[config.mk]
export PLATFORM = sky130hd
export DESIGN_NAME = muldiv_unit_flat
export DESIGN_NICKNAME = d
export VERILOG_FILES = /design/src/rtl/muldiv_unit_if.sv /design/src/rtl/muldiv_unit.sv /design/src/flat_wrapper.sv
export SDC_FILE = /design/constraint.sdc
export NUM_CORES = 1
export LEC_CHECK = 0
export BUFFER_PORTS_ARGS = -buffer_cell sky130_fd_sc_hd__buf_4
export CAP_MARGIN = 20
export CORE_ASPECT_RATIO = 0.5
export CORE_MARGIN = 3
export CORE_UTILIZATION = 35
export DETAILED_ROUTE_END_ITERATION = 8
export GPL_TIMING_DRIVEN = 1
export HOLD_SLACK_MARGIN = 0.03
export PLACE_DENSITY = 0.62
export SYNTH_ARGS = -nofsm -noshare
export SYNTH_HDL_FRONTEND = slang
export SYNTH_SLANG_ARGS = --single-unit
[constraint.sdc]
create_clock -name clk -period 3.8 [get_ports clk]
set_clock_uncertainty 0.2 [all_clocks]
set_input_delay 0.19 -clock clk [delete_from_list [all_inputs] [get_ports clk]]
set_output_delay 0.19 -clock clk [all_outputs]
set_load 0.02 [all_outputs]
[src/rtl/muldiv_unit_if.sv]
// ---------------------------------------------------------------------------
// muldiv_unit_if
//   Request/response bundle between the EX stage and the iterative RV32M/RV64M
//   multiply/divide unit.
//
//   Signals (requester -> unit):
//     Start   request pulse, taken only when the unit is idle or finishing
//     Funct3  M-extension operation select
//     SrcA    rs1 operand (multiplicand / dividend)
//     SrcB    rs2 operand (multiplier / divisor)
//     Flush   abort the operation in flight
//   Signals (unit -> requester):
//     Busy    high while the unit is iterating or fixing up signs
//     Done    one-cycle completion pulse
//     Result  final value, held until the next accepted request
//
//   Modports: master = requester side (EX stage / bench), slave = unit side.
// ---------------------------------------------------------------------------
interface muldiv_unit_if #(
    parameter int XLEN = 32
);
    logic            Start;
    logic [2:0]      Funct3;
    logic [XLEN-1:0] SrcA;
    logic [XLEN-1:0] SrcB;
    logic            Flush;
    logic            Busy;
    logic            Done;
    logic [XLEN-1:0] Result;

    modport master (
        output Start, Funct3, SrcA, SrcB, Flush,
        input  Busy, Done, Result
    );

    modport slave (
        input  Start, Funct3, SrcA, SrcB, Flush,
        output Busy, Done, Result
    );
endinterface

[src/rtl/muldiv_unit.sv]
// ---------------------------------------------------------------------------
// muldiv_unit
//   Iterative multiply/divide unit for the M extension. Operands are converted
//   to magnitudes at acceptance, a radix-2 shift-add multiply or restoring
//   divide runs for XLEN cycles, then a single fix-up cycle restores the sign
//   and selects the requested half / quotient / remainder.
//
//   Ports:
//     clk    rising-edge clock
//     reset  synchronous, active-high reset (clears everything, Result = 0)
//     bus    muldiv_unit_if.slave: Start, Funct3, SrcA, SrcB, Flush in;
//            Busy, Done, Result out
//
//   Optional feature macro: MULDIV_EARLY_OUT_EN
//     When defined, divide-by-zero, signed MIN / -1 and multiplies with a zero
//     operand finish straight from the accept edge (IDLE/DONE -> DONE).
//     When undefined, those cases take the normal XLEN+1-cycle path and give
//     the same values.
// ---------------------------------------------------------------------------
module muldiv_unit #(
    parameter int XLEN = 32
) (
    input  logic         clk,
    input  logic         reset,
    muldiv_unit_if.slave bus
);
    localparam int CNT_W = $clog2(XLEN) + 1;

    localparam logic [2:0] F_MUL    = 3'b000;
    localparam logic [2:0] F_MULH   = 3'b001;
    localparam logic [2:0] F_MULHSU = 3'b010;
    localparam logic [2:0] F_MULHU  = 3'b011;
    localparam logic [2:0] F_DIV    = 3'b100;
    localparam logic [2:0] F_DIVU   = 3'b101;
    localparam logic [2:0] F_REM    = 3'b110;
    localparam logic [2:0] F_REMU   = 3'b111;

    typedef enum logic [1:0] {IDLE, CALC, FIX, DONE} state_t;

    state_t            state_q, state_d;
    logic [2:0]        op_q, op_d;
    logic [XLEN-1:0]   opnd_q, opnd_d;
    logic [2*XLEN-1:0] acc_q, acc_d;
    logic              negRes_q, negRes_d;
    logic              negRem_q, negRem_d;
    logic [CNT_W-1:0]  cnt_q, cnt_d;
    logic [XLEN-1:0]   result_q, result_d;

    logic              signA, signB, isDivIn, accept;
    logic [XLEN-1:0]   absA, absB;

    logic [XLEN:0]     mulSum, divShift;
    logic [XLEN-1:0]   divRem;
    logic              divFits;
    logic [2*XLEN-1:0] mulNext, divNext, prodFix;
    logic [XLEN-1:0]   quoFix, remFix, fixVal;

    // Operand decode for the accept edge. Only the signed operand positions
    // contribute a sign; the magnitudes feed the unsigned iteration core.
    always_comb begin
        signA = 1'b0;
        signB = 1'b0;
        case (bus.Funct3)
            F_MULH, F_DIV, F_REM: begin
                signA = bus.SrcA[XLEN-1];
                signB = bus.SrcB[XLEN-1];
            end
            F_MULHSU: signA = bus.SrcA[XLEN-1];
            default: ;
        endcase
        absA    = signA ? -bus.SrcA : bus.SrcA;
        absB    = signB ? -bus.SrcB : bus.SrcB;
        isDivIn = bus.Funct3[2];
        accept  = bus.Start && !bus.Flush && (state_q == IDLE || state_q == DONE);
    end

`ifdef MULDIV_EARLY_OUT_EN
    localparam logic [XLEN-1:0] MIN_VAL = {1'b1, {(XLEN-1){1'b0}}};

    logic            earlyHit;
    logic [XLEN-1:0] earlyVal;

    // Cases whose answer is known from the operands alone; REM* results
    // come from Funct3[1], signed DIV/REM from Funct3[0] == 0.
    always_comb begin
        earlyHit = 1'b0;
        earlyVal = '0;
        if (isDivIn && bus.SrcB == '0) begin
            earlyHit = 1'b1;
            earlyVal = bus.Funct3[1] ? bus.SrcA : '1;
        end else if (isDivIn && !bus.Funct3[0] && bus.SrcA == MIN_VAL && bus.SrcB == '1) begin
            earlyHit = 1'b1;
            earlyVal = bus.Funct3[1] ? '0 : MIN_VAL;
        end else if (!isDivIn && (bus.SrcA == '0 || bus.SrcB == '0)) begin
            earlyHit = 1'b1;
            earlyVal = '0;
        end
    end
`endif

    // One iteration of each algorithm. The 2*XLEN accumulator holds
    // {partial product, remaining multiplier bits} for multiply and
    // {partial remainder, remaining dividend / quotient bits} for divide.
    // The remainder subtraction is done in XLEN bits because a successful
    // trial always leaves a value below the divisor.
    always_comb begin
        mulSum   = {1'b0, acc_q[2*XLEN-1:XLEN]} + (acc_q[0] ? {1'b0, opnd_q} : '0);
        mulNext  = {mulSum, acc_q[XLEN-1:1]};
        divShift = {acc_q[2*XLEN-1:XLEN], acc_q[XLEN-1]};
        divFits  = divShift >= {1'b0, opnd_q};
        divRem   = divShift[XLEN-1:0] - opnd_q;
        divNext  = divFits ? {divRem, acc_q[XLEN-2:0], 1'b1}
                           : {divShift[XLEN-1:0], acc_q[XLEN-2:0], 1'b0};
    end

    // Sign restoration and result selection for the FIX cycle. The
    // remainder always takes the dividend's sign.
    always_comb begin
        prodFix = negRes_q ? -acc_q : acc_q;
        quoFix  = negRes_q ? -acc_q[XLEN-1:0] : acc_q[XLEN-1:0];
        remFix  = negRem_q ? -acc_q[2*XLEN-1:XLEN] : acc_q[2*XLEN-1:XLEN];
        fixVal  = remFix;
        case (op_q)
            F_MUL:                     fixVal = prodFix[XLEN-1:0];
            F_MULH, F_MULHSU, F_MULHU: fixVal = prodFix[2*XLEN-1:XLEN];
            F_DIV, F_DIVU:             fixVal = quoFix;
            F_REM, F_REMU:             fixVal = remFix;
            default: ;
        endcase
    end

    // Next-state logic. DONE lasts one cycle and can accept a new request
    // directly. A zero divisor must not flip the all-ones quotient, so the
    // result sign is suppressed in that case. Flush overrides everything
    // except reset and leaves Result alone.
    always_comb begin
        state_d  = state_q;
        op_d     = op_q;
        opnd_d   = opnd_q;
        acc_d    = acc_q;
        negRes_d = negRes_q;
        negRem_d = negRem_q;
        cnt_d    = cnt_q;
        result_d = result_q;
        case (state_q)
            IDLE, DONE: begin
                state_d = IDLE;
                if (accept) begin
                    op_d     = bus.Funct3;
                    opnd_d   = isDivIn ? absB : absA;
                    acc_d    = {{XLEN{1'b0}}, (isDivIn ? absA : absB)};
                    negRes_d = (signA ^ signB) && !(isDivIn && bus.SrcB == '0);
                    negRem_d = signA;
                    cnt_d    = '0;
                    state_d  = CALC;
`ifdef MULDIV_EARLY_OUT_EN
                    if (earlyHit) begin
                        state_d  = DONE;
                        result_d = earlyVal;
                    end
`endif
                end
            end
            CALC: begin
                acc_d = op_q[2] ? divNext : mulNext;
                cnt_d = cnt_q + CNT_W'(1);
                if (cnt_q == CNT_W'(XLEN - 1)) begin
                    state_d = FIX;
                end
            end
            FIX: begin
                result_d = fixVal;
                state_d  = DONE;
            end
            default: state_d = IDLE;
        endcase
        if (bus.Flush) begin
            state_d = IDLE;
        end
    end

    // State and datapath registers with synchronous reset.
    always_ff @(posedge clk) begin
        if (reset) begin
            state_q  <= IDLE;
            op_q     <= '0;
            opnd_q   <= '0;
            acc_q    <= '0;
            negRes_q <= 1'b0;
            negRem_q <= 1'b0;
            cnt_q    <= '0;
            result_q <= '0;
        end else begin
            state_q  <= state_d;
            op_q     <= op_d;
            opnd_q   <= opnd_d;
            acc_q    <= acc_d;
            negRes_q <= negRes_d;
            negRem_q <= negRem_d;
            cnt_q    <= cnt_d;
            result_q <= result_d;
        end
    end

    assign bus.Busy   = (state_q == CALC) || (state_q == FIX);
    assign bus.Done   = (state_q == DONE);
    assign bus.Result = result_q;
endmodule

[src/flat_wrapper.sv]
// flat-port wrapper written by rule: the top's interface ports become plain ports
module muldiv_unit_flat 
#(
    parameter int XLEN = 32
)
  (clk, reset, bus_Start, bus_Funct3, bus_SrcA, bus_SrcB, bus_Flush, bus_Busy, bus_Done, bus_Result);
  muldiv_unit_if #(.XLEN(XLEN)) bus_i ();
  input  logic clk;
  input  logic reset;
  input wire logic [$bits(bus_i.Start)-1:0] bus_Start;
  input wire logic [$bits(bus_i.Funct3)-1:0] bus_Funct3;
  input wire logic [$bits(bus_i.SrcA)-1:0] bus_SrcA;
  input wire logic [$bits(bus_i.SrcB)-1:0] bus_SrcB;
  input wire logic [$bits(bus_i.Flush)-1:0] bus_Flush;
  output wire logic [$bits(bus_i.Busy)-1:0] bus_Busy;
  output wire logic [$bits(bus_i.Done)-1:0] bus_Done;
  output wire logic [$bits(bus_i.Result)-1:0] bus_Result;
  assign bus_i.Start = bus_Start;
  assign bus_i.Funct3 = bus_Funct3;
  assign bus_i.SrcA = bus_SrcA;
  assign bus_i.SrcB = bus_SrcB;
  assign bus_i.Flush = bus_Flush;
  assign bus_Busy = bus_i.Busy;
  assign bus_Done = bus_i.Done;
  assign bus_Result = bus_i.Result;
  muldiv_unit #(.XLEN(XLEN)) u_core (.clk(clk), .reset(reset), .bus(bus_i));
endmodule
==> results of run 1 <==
-- power groups by stage --
stage               registers (mW)  clock network, mW  logic (mW)
finish                        1.62               1.67        1.65
global route                  1.63               1.75        1.78
CTS                           1.61               1.69        1.59
detailed placement            1.65                  0        1.55
global placement              1.65                  0        1.55
floorplan                     1.63                  0       0.995
-- through the flow --
stage	cell area (um^2)	std cells	hold slack, ns	power [mW]
floorplan	14000	1969	0.0731	2.63
global placement	15800	2576	0.198	3.20
detailed placement	15800	2576	0.206	3.20
CTS	16700	2634	0.0403	4.89
global route	16700	2635	0.0914	5.16
finish	16700	2635	0.0544	4.94
-- cell usage in the layout, fill, tap and decap left out, types with 10 or more instances in the layout --
cell type / count
or3_1: 20
xor2_1: 73
dfxtp_1: 138
a22oi_1: 23
nor4_1: 18
nor3_1: 68
o211ai_1: 18
a31oi_1: 21
inv_1: 74
a21oi_1: 146
nand3_1: 31
o221ai_1: 13
nand2b_1: 15
dlygate4sd3_1: 30
o21bai_1: 10
or4_1: 16
o21ai_0: 156
nor2_1: 222
mux2i_1: 59
nor2b_1: 16
a21o_1: 29
a211oi_1: 69
ha_1: 70
buf_4: 220
nand2_1: 191
xnor2_1: 114
clkbuf_16: 17
o31ai_1: 25
nand4_1: 24
mux2_2: 15
-- kinds of logic after synthesis --
| kind of cell | after synthesis | synth area share, % |
|---|---|---|
| mux | 74 | 5.41 |
| xor+xnor | 187 | 11.7 |
| simple gates | 672 | 22.4 |
| buf+inv | 218 | 6.06 |
| compound gates | 603 | 27.6 |
| fa+ha+maj | 74 | 6.70 |
| flops | 141 | 20.1 |
-- critical path, stage by stage (launching register included) --
cell      delay (ns)
dfxtp_1         0.35
inv_1           0.14
ha_1            0.20
inv_1           0.06
fa_1            0.40
a21o_1          0.22
a211oi_2        0.27
o32ai_2         0.14
a21oi_2         0.20
a21oi_2         0.11
a221oi_1        0.29
buf_4           0.19
mux2i_1         0.20
nand3_1         0.13
o31ai_2         0.28
o21ai_0         0.11
-- metal layers --
metal	up-vias	GRT usage (%)	share of wire, %
met2	654	36.0	40
met3	87	9.85	11
met5	-	0	0.023
met1	7321	36.2	46
met4	2	8.55	2.8
li1	7403	-	-
-- worst min path at each step --
stage	startpoint	end	slack, ns	depth (start not counted)
after detailed placement	bus_Flush	u_core.state_q[0]	0.21	2
after floorplan	bus_Flush	u_core.state_q[0]	0.07	1
after global routing	bus_SrcB[28]	u_core.opnd_q[28]	0.09	6
after CTS	bus_SrcA[11]	u_core.opnd_q[11]	0.04	5
after global placement	bus_Flush	u_core.state_q[0]	0.20	2
final	bus_SrcA[23]	u_core.opnd_q[23]	0.05	5
-- area by class of cell --
class,instances,area [um^2]
Clock buffer,17,425
Clock inverter,11,124
Fill cell,4075,22500
Inverter,76,285
Multi-Input combinational cell,1610,10400
Sequential cell,141,2830
Tap cell,530,663
Timing Repair Buffer,250,1950
-- state kept, by name, summed over array words and instances, names as in the netlist --
register and flops:
u_core.bus.Result 32, u_core.acc_q 64, u_core.cnt_q 6, u_core.negRem_q 1, u_core.opnd_q 32, u_core.op_q 3, u_core.state_q 2, u_core.negRes_q 1
-- repair_timing --
item	CTS	global route
pin swaps	0	2
hold endpoints to repair	25	0
setup buffers	0	1
hold buffers	30	0
setup endpoints to repair	10	24
resized for setup	1	13
==> reports/results.tsv, run 1 <==
stage	metric	value	unit
cells_and_area	final_util	42.6	%
synthesis	synthFlopType	dfxtp_1	
floorplanning	fp.dieH	148	um
cells_and_area	final_nets	2241	
critical_path	critPathCapture	u_core.acc_q[60]	
cells_and_area	drive_above_1_share	14.6	%
place	gp_congestion	1.02	
critical_path	cp-start-kind	flop	
pwr	switching_share	36.7	%
synthesis	synth_enable_flop_cells	0	
detailed_routing	vias	15500	
pwr	internal-power	3.12	mW
cts	cts_tree	done	
sta	slew-limit-headroom	29.4	%
sta	hold_viol_final	0	
synthesis	synthCells	1969	
cts	ctsLongestPathBuffers	2	
pwr	power_frac_comb	33.4	%
critical_path	crit_arrival	3.75	ns
synthesis	yosysWarnings	0	
synthesis	synth.ff_latch_count	141	
cells_and_area	syn_to_final_growth	19.1	%
synthesis	yosysUniqueCellTypes	76	
cts	cts.sink_count	141	
sta	worst_slew_pin_slew	1.06	ns
sta	period_needed	3.62	ns
sta	fin_crit_sh	95.2	%
critical_path	reg2regPathDepth	15	
synthesis	yosys.area.top_type	dfxtp_1	
cts	htree_levels	4	
sta	report.final.slew_viol_count	0	
pwr	clockPowerShare	33.8	%
pwr	vdd_drop_max	0.000327	V
critical_path	cp-end-kind	flop	
critical_path	worstPathMaxFanout	4	
detailed_routing	routed_wl	56200	um
synthesis	syn_area	0.0140	mm^2
floorplanning	die_w	289	um
floorplanning	io_pins	105	
floorplanning	row_count	51	
synthesis	yosysMostFrequentCell	nor2_1	
critical_path	r2r-end	u_core.acc_q[60]	
place	portBuffers	104	
sta	rsz0062_at_grt	false	
floorplanning	fp.coreArea	0.0392	mm^2
detailed_routing	ant_nets	0	
synthesis	avgSynthCellArea	7.13	um^2
global_route	grt_pass1_vias	14200	
sta	fmax	0.276	GHz
floorplanning	start_util	35.8	%
critical_path	cp.required	3.94	ns
synthesis	synthTopCellsByCount	nor2_1, nand2_1, o21ai_0, a21oi_1, dfxtp_1	
critical_path	rr_startpoint	u_core.acc_q[31]	
detailed_routing	avgViaCountPerCell	5.87	
detailed_routing	drtIter0Drc	1732	
run	cap_viol_max_count	0	
cts	path_clk_slew	0.07	ns
synthesis	syn-num-nets	2114	
pwr	p_sw	1.81	mW
synthesis	synthArstFlopShare	0	%
critical_path	worstSetupPathType	reg2reg	
pwr	p_seq_share	32.8	%
global_route	antenna_found_initial	1	
place	dp_slack	-0.0961	ns
cts	cts_buffers	17	
global_route	grt_pass1_wl	84700	um
pwr	cellPowerDensity	295	mW/mm^2
critical_path	cp-startpoint	u_core.acc_q[31]	
cts	cts_root_buf	clkbuf_16	
cells_and_area	antenna_cells	0	
cts	clock_insertion_delay_worst_skew	0.46	ns
status	status	finished clean	
min_path	min_path_type	in2reg	
global_route	grt-ovfl-total	0	
sta	final.setup.tns	0	ns
global_route	grt_max_degree	93	
critical_path	r2r_setup_slack	0.18	ns
place	dp_hpwl	43300	um
sta	fin_ws	0.181	ns
detailed_routing	drcViolationCount	0	
sta	setup-violations-final	0	
detailed_routing	dr.pass1.iters	6	
synthesis	synth-seq-area-share	20.1	%
synthesis	synthTopCellsByArea	dfxtp_1, xnor2_1, ha_1	
pwr	p_leak	6.72	nW
global_route	grt_usage	25.9	%
floorplanning	dieArea	0.0427	mm^2
detailed_routing	post_drt_wl_per_cell	21.3	um
synthesis	synth_top_cell_area_share	20.1	%
No activity file was read; power rests on OpenSTA's default activity.
==> inputs of run 2 (changes only) <==
--- a/config.mk
+++ b/config.mk
@@ -9,11 +9,12 @@
 export CAP_MARGIN = 20
 export CORE_ASPECT_RATIO = 0.5
 export CORE_MARGIN = 3
-export CORE_UTILIZATION = 35
+export CORE_UTILIZATION = 40
+export CTS_BUF_LIST = sky130_fd_sc_hd__clkbuf_16
 export DETAILED_ROUTE_END_ITERATION = 8
 export GPL_TIMING_DRIVEN = 1
 export HOLD_SLACK_MARGIN = 0.03
-export PLACE_DENSITY = 0.62
+export PLACE_DENSITY = 0.68
 export SYNTH_ARGS = -nofsm -noshare
 export SYNTH_HDL_FRONTEND = slang
 export SYNTH_SLANG_ARGS = --single-unit
==> constraint.sdc (replaced) <==
create_clock -name clk -period 3.8 [get_ports clk]
set_clock_uncertainty 0.2 [all_clocks]
set_input_delay 0.38 -clock clk [delete_from_list [all_inputs] [get_ports clk]]
set_output_delay 0.38 -clock clk [all_outputs]
set_load 0.02 [all_outputs]
==> reports/results.tsv, run 2 (same netlist as run 1, synthesis figures left out) <==
stage	metric	value	unit
sta	fmax	0.266	GHz
sta	finalHoldWorstSlack	0.0473	ns
cells_and_area	max_flop_register	u_core.acc_q	
pwr	clockPowerShare	33.9	%
sta	fin_ws	0.0433	ns
detailed_routing	post_drt_wl_per_cell	21.6	um
floorplanning	start_util	41.5	%
detailed_routing	avgViaCountPerCell	6.06	
critical_path	slowest_delay	0.68	ns
critical_path	worstPathMaxFanout	9	
status	status	finished clean	
place	dp_slack	-0.00789	ns
global_route	grt_max_degree	93	
cts	cts_buffers	17	
critical_path	cp_num_buf_inv	0	
place	dp_hpwl	42100	um
pwr	internal-power	3.01	mW
cells_and_area	syn_to_final_growth	16.3	%
place	gp_congestion	0.975	
sta	final.setup.tns	0	ns
pwr	total_power	4.88	mW
place	portBuffers	104	
critical_path	crit_arrival	3.94	ns
cts	path_clk_slew	0.07	ns
pwr	p_sw	1.87	mW
critical_path	path_delay_family	simple AND/OR/NAND/NOR gates	
cells_and_area	final_nets	2208	
floorplanning	io_pins	105	
detailed_routing	routed_wl	54900	um
pwr	switching_share	38.3	%
cells_and_area	final_cells	2542	
detailed_routing	dr.pass1.iters	7	
cts	clock_insertion_delay_worst_skew	0.45	ns
detailed_routing	vias	15400	
pwr	p_leak	6.58	nW
cells_and_area	final_util	48.3	%
pwr	power_frac_comb	32.7	%
critical_path	cp-end-kind	flop	
floorplanning	dieArea	0.0375	mm^2
critical_path	cp-start-kind	flop	
critical_path	worstSetupPathType	reg2reg	
critical_path	crit_chain	or4_1 > or3_1 > or4_1 > nor4b_2 > a211oi_1 > a21oi_1 > xnor2_1 > nand3_1 > a31oi_1	
critical_path	cpMaxStageDelayCell	or4_1	
place	dp.cells	2506	
pwr	p_seq_share	33.4	%
global_route	grt_usage	28.3	%
sta	worst_slew_pin_slew	0.941	ns
sta	setup-violations-final	0	
critical_path	cp.required	3.98	ns
global_route	grt-ovfl-total	0	
run	cap_viol_max_count	0	
floorplanning	fp.coreArea	0.0338	mm^2
detailed_routing	drtIter0Drc	1885	
cells_and_area	drive_above_1_share	14.7	%
sta	slew-limit-headroom	37.1	%
place	place_area	0.0157	mm^2
min_path	min_path_type	in2reg	
floorplanning	fp.dieH	138	um
floorplanning	row_count	47	
pwr	cellPowerDensity	299	mW/mm^2
cts	cts_tree	done	
cells_and_area	final_cell_mix	nor2_1, buf_4, nand2_1, o21ai_0, a21oi_1	
cts	htree_levels	4	
cts	ctsLongestPathBuffers	2	
floorplanning	die_w	271	um
sta	rsz0062_at_grt	false	
cells_and_area	largest_reg_flops	64	
global_route	grt_pass1_wl	83600	um
cts	cts_root_buf	clkbuf_16	
sta	period_needed	3.76	ns
cells_and_area	final_common_cell	nor2_1	
global_route	antenna_found_initial	0	
cells_and_area	finalInstanceArea	0.0163	mm^2
sta	report.final.slew_viol_count	0	
global_route	grt_pass1_vias	14000	
cts	cts.sink_count	141	
detailed_routing	ant_nets	0	
critical_path	cp_common_cell	or4_1	
sta	hold_viol_final	0	
pwr	vdd_drop_max	0.000276	V
sta	fin_crit_sh	98.9	%
detailed_routing	drcViolationCount	0	
[run 2: worst paths after layout]
path	start	to	cells past startpoint	slack [ns]
setup / recovery	u_core.acc_q[47]	u_core.bus.Result[29]	9	0.04
hold reg to reg	u_core.opnd_q[22]	u_core.opnd_q[22]	2	0.25
setup reg to reg	u_core.acc_q[47]	u_core.bus.Result[29]	9	0.04
hold / removal	bus_Funct3[0]	u_core.op_q[0]	3	0.05
[run 2: layout make-up]
class / count / area (um^2)
Timing Repair Buffer: 217 / 1640
Clock inverter: 15 / 130
Multi-Input combinational cell: 1610 / 10400
Fill cell: 3371 / 17500
Tap cell: 465 / 582
Inverter: 76 / 285
Antenna cell: 1 / 2.50
Clock buffer: 17 / 425
Sequential cell: 141 / 2830
[run 2: repair_timing]
action	in CTS	in global routing
endpoints found under the setup margin	2	29
setup buffers	0	0
endpoints found under the hold margin	4	0
hold buffers	3	0
gates resized for setup	2	11
[run 2: power groups by stage]
| stage | logic (mW) | clock network (mW) | registers (mW) |
|---|---|---|---|
| after floorplan | 0.995 | 0 | 1.63 |
| after global placement | 1.52 | 0 | 1.66 |
| after detailed placement | 1.53 | 0 | 1.66 |
| after CTS | 1.54 | 1.67 | 1.62 |
| after global routing | 1.72 | 1.74 | 1.64 |
| final | 1.60 | 1.65 | 1.63 |
[run 2: tightest hold or removal path: cells and delay by family]
kind / cells / cell delay [ns]
buffers and inverters: 1 / 0.14
AOI/OAI and AO/OA: 1 / 0.06
and+or+nand+nor: 1 / 0.08
[run 2: layer usage]
metal  global-route usage [%]  routed length, um  up-vias
li1                         -                  -     7332
met5                        0                  0        -
met2                     39.2              21700      809
met3                     11.2               7030      113
met4                     8.50               1660        0
met1                     40.0              24500     7141
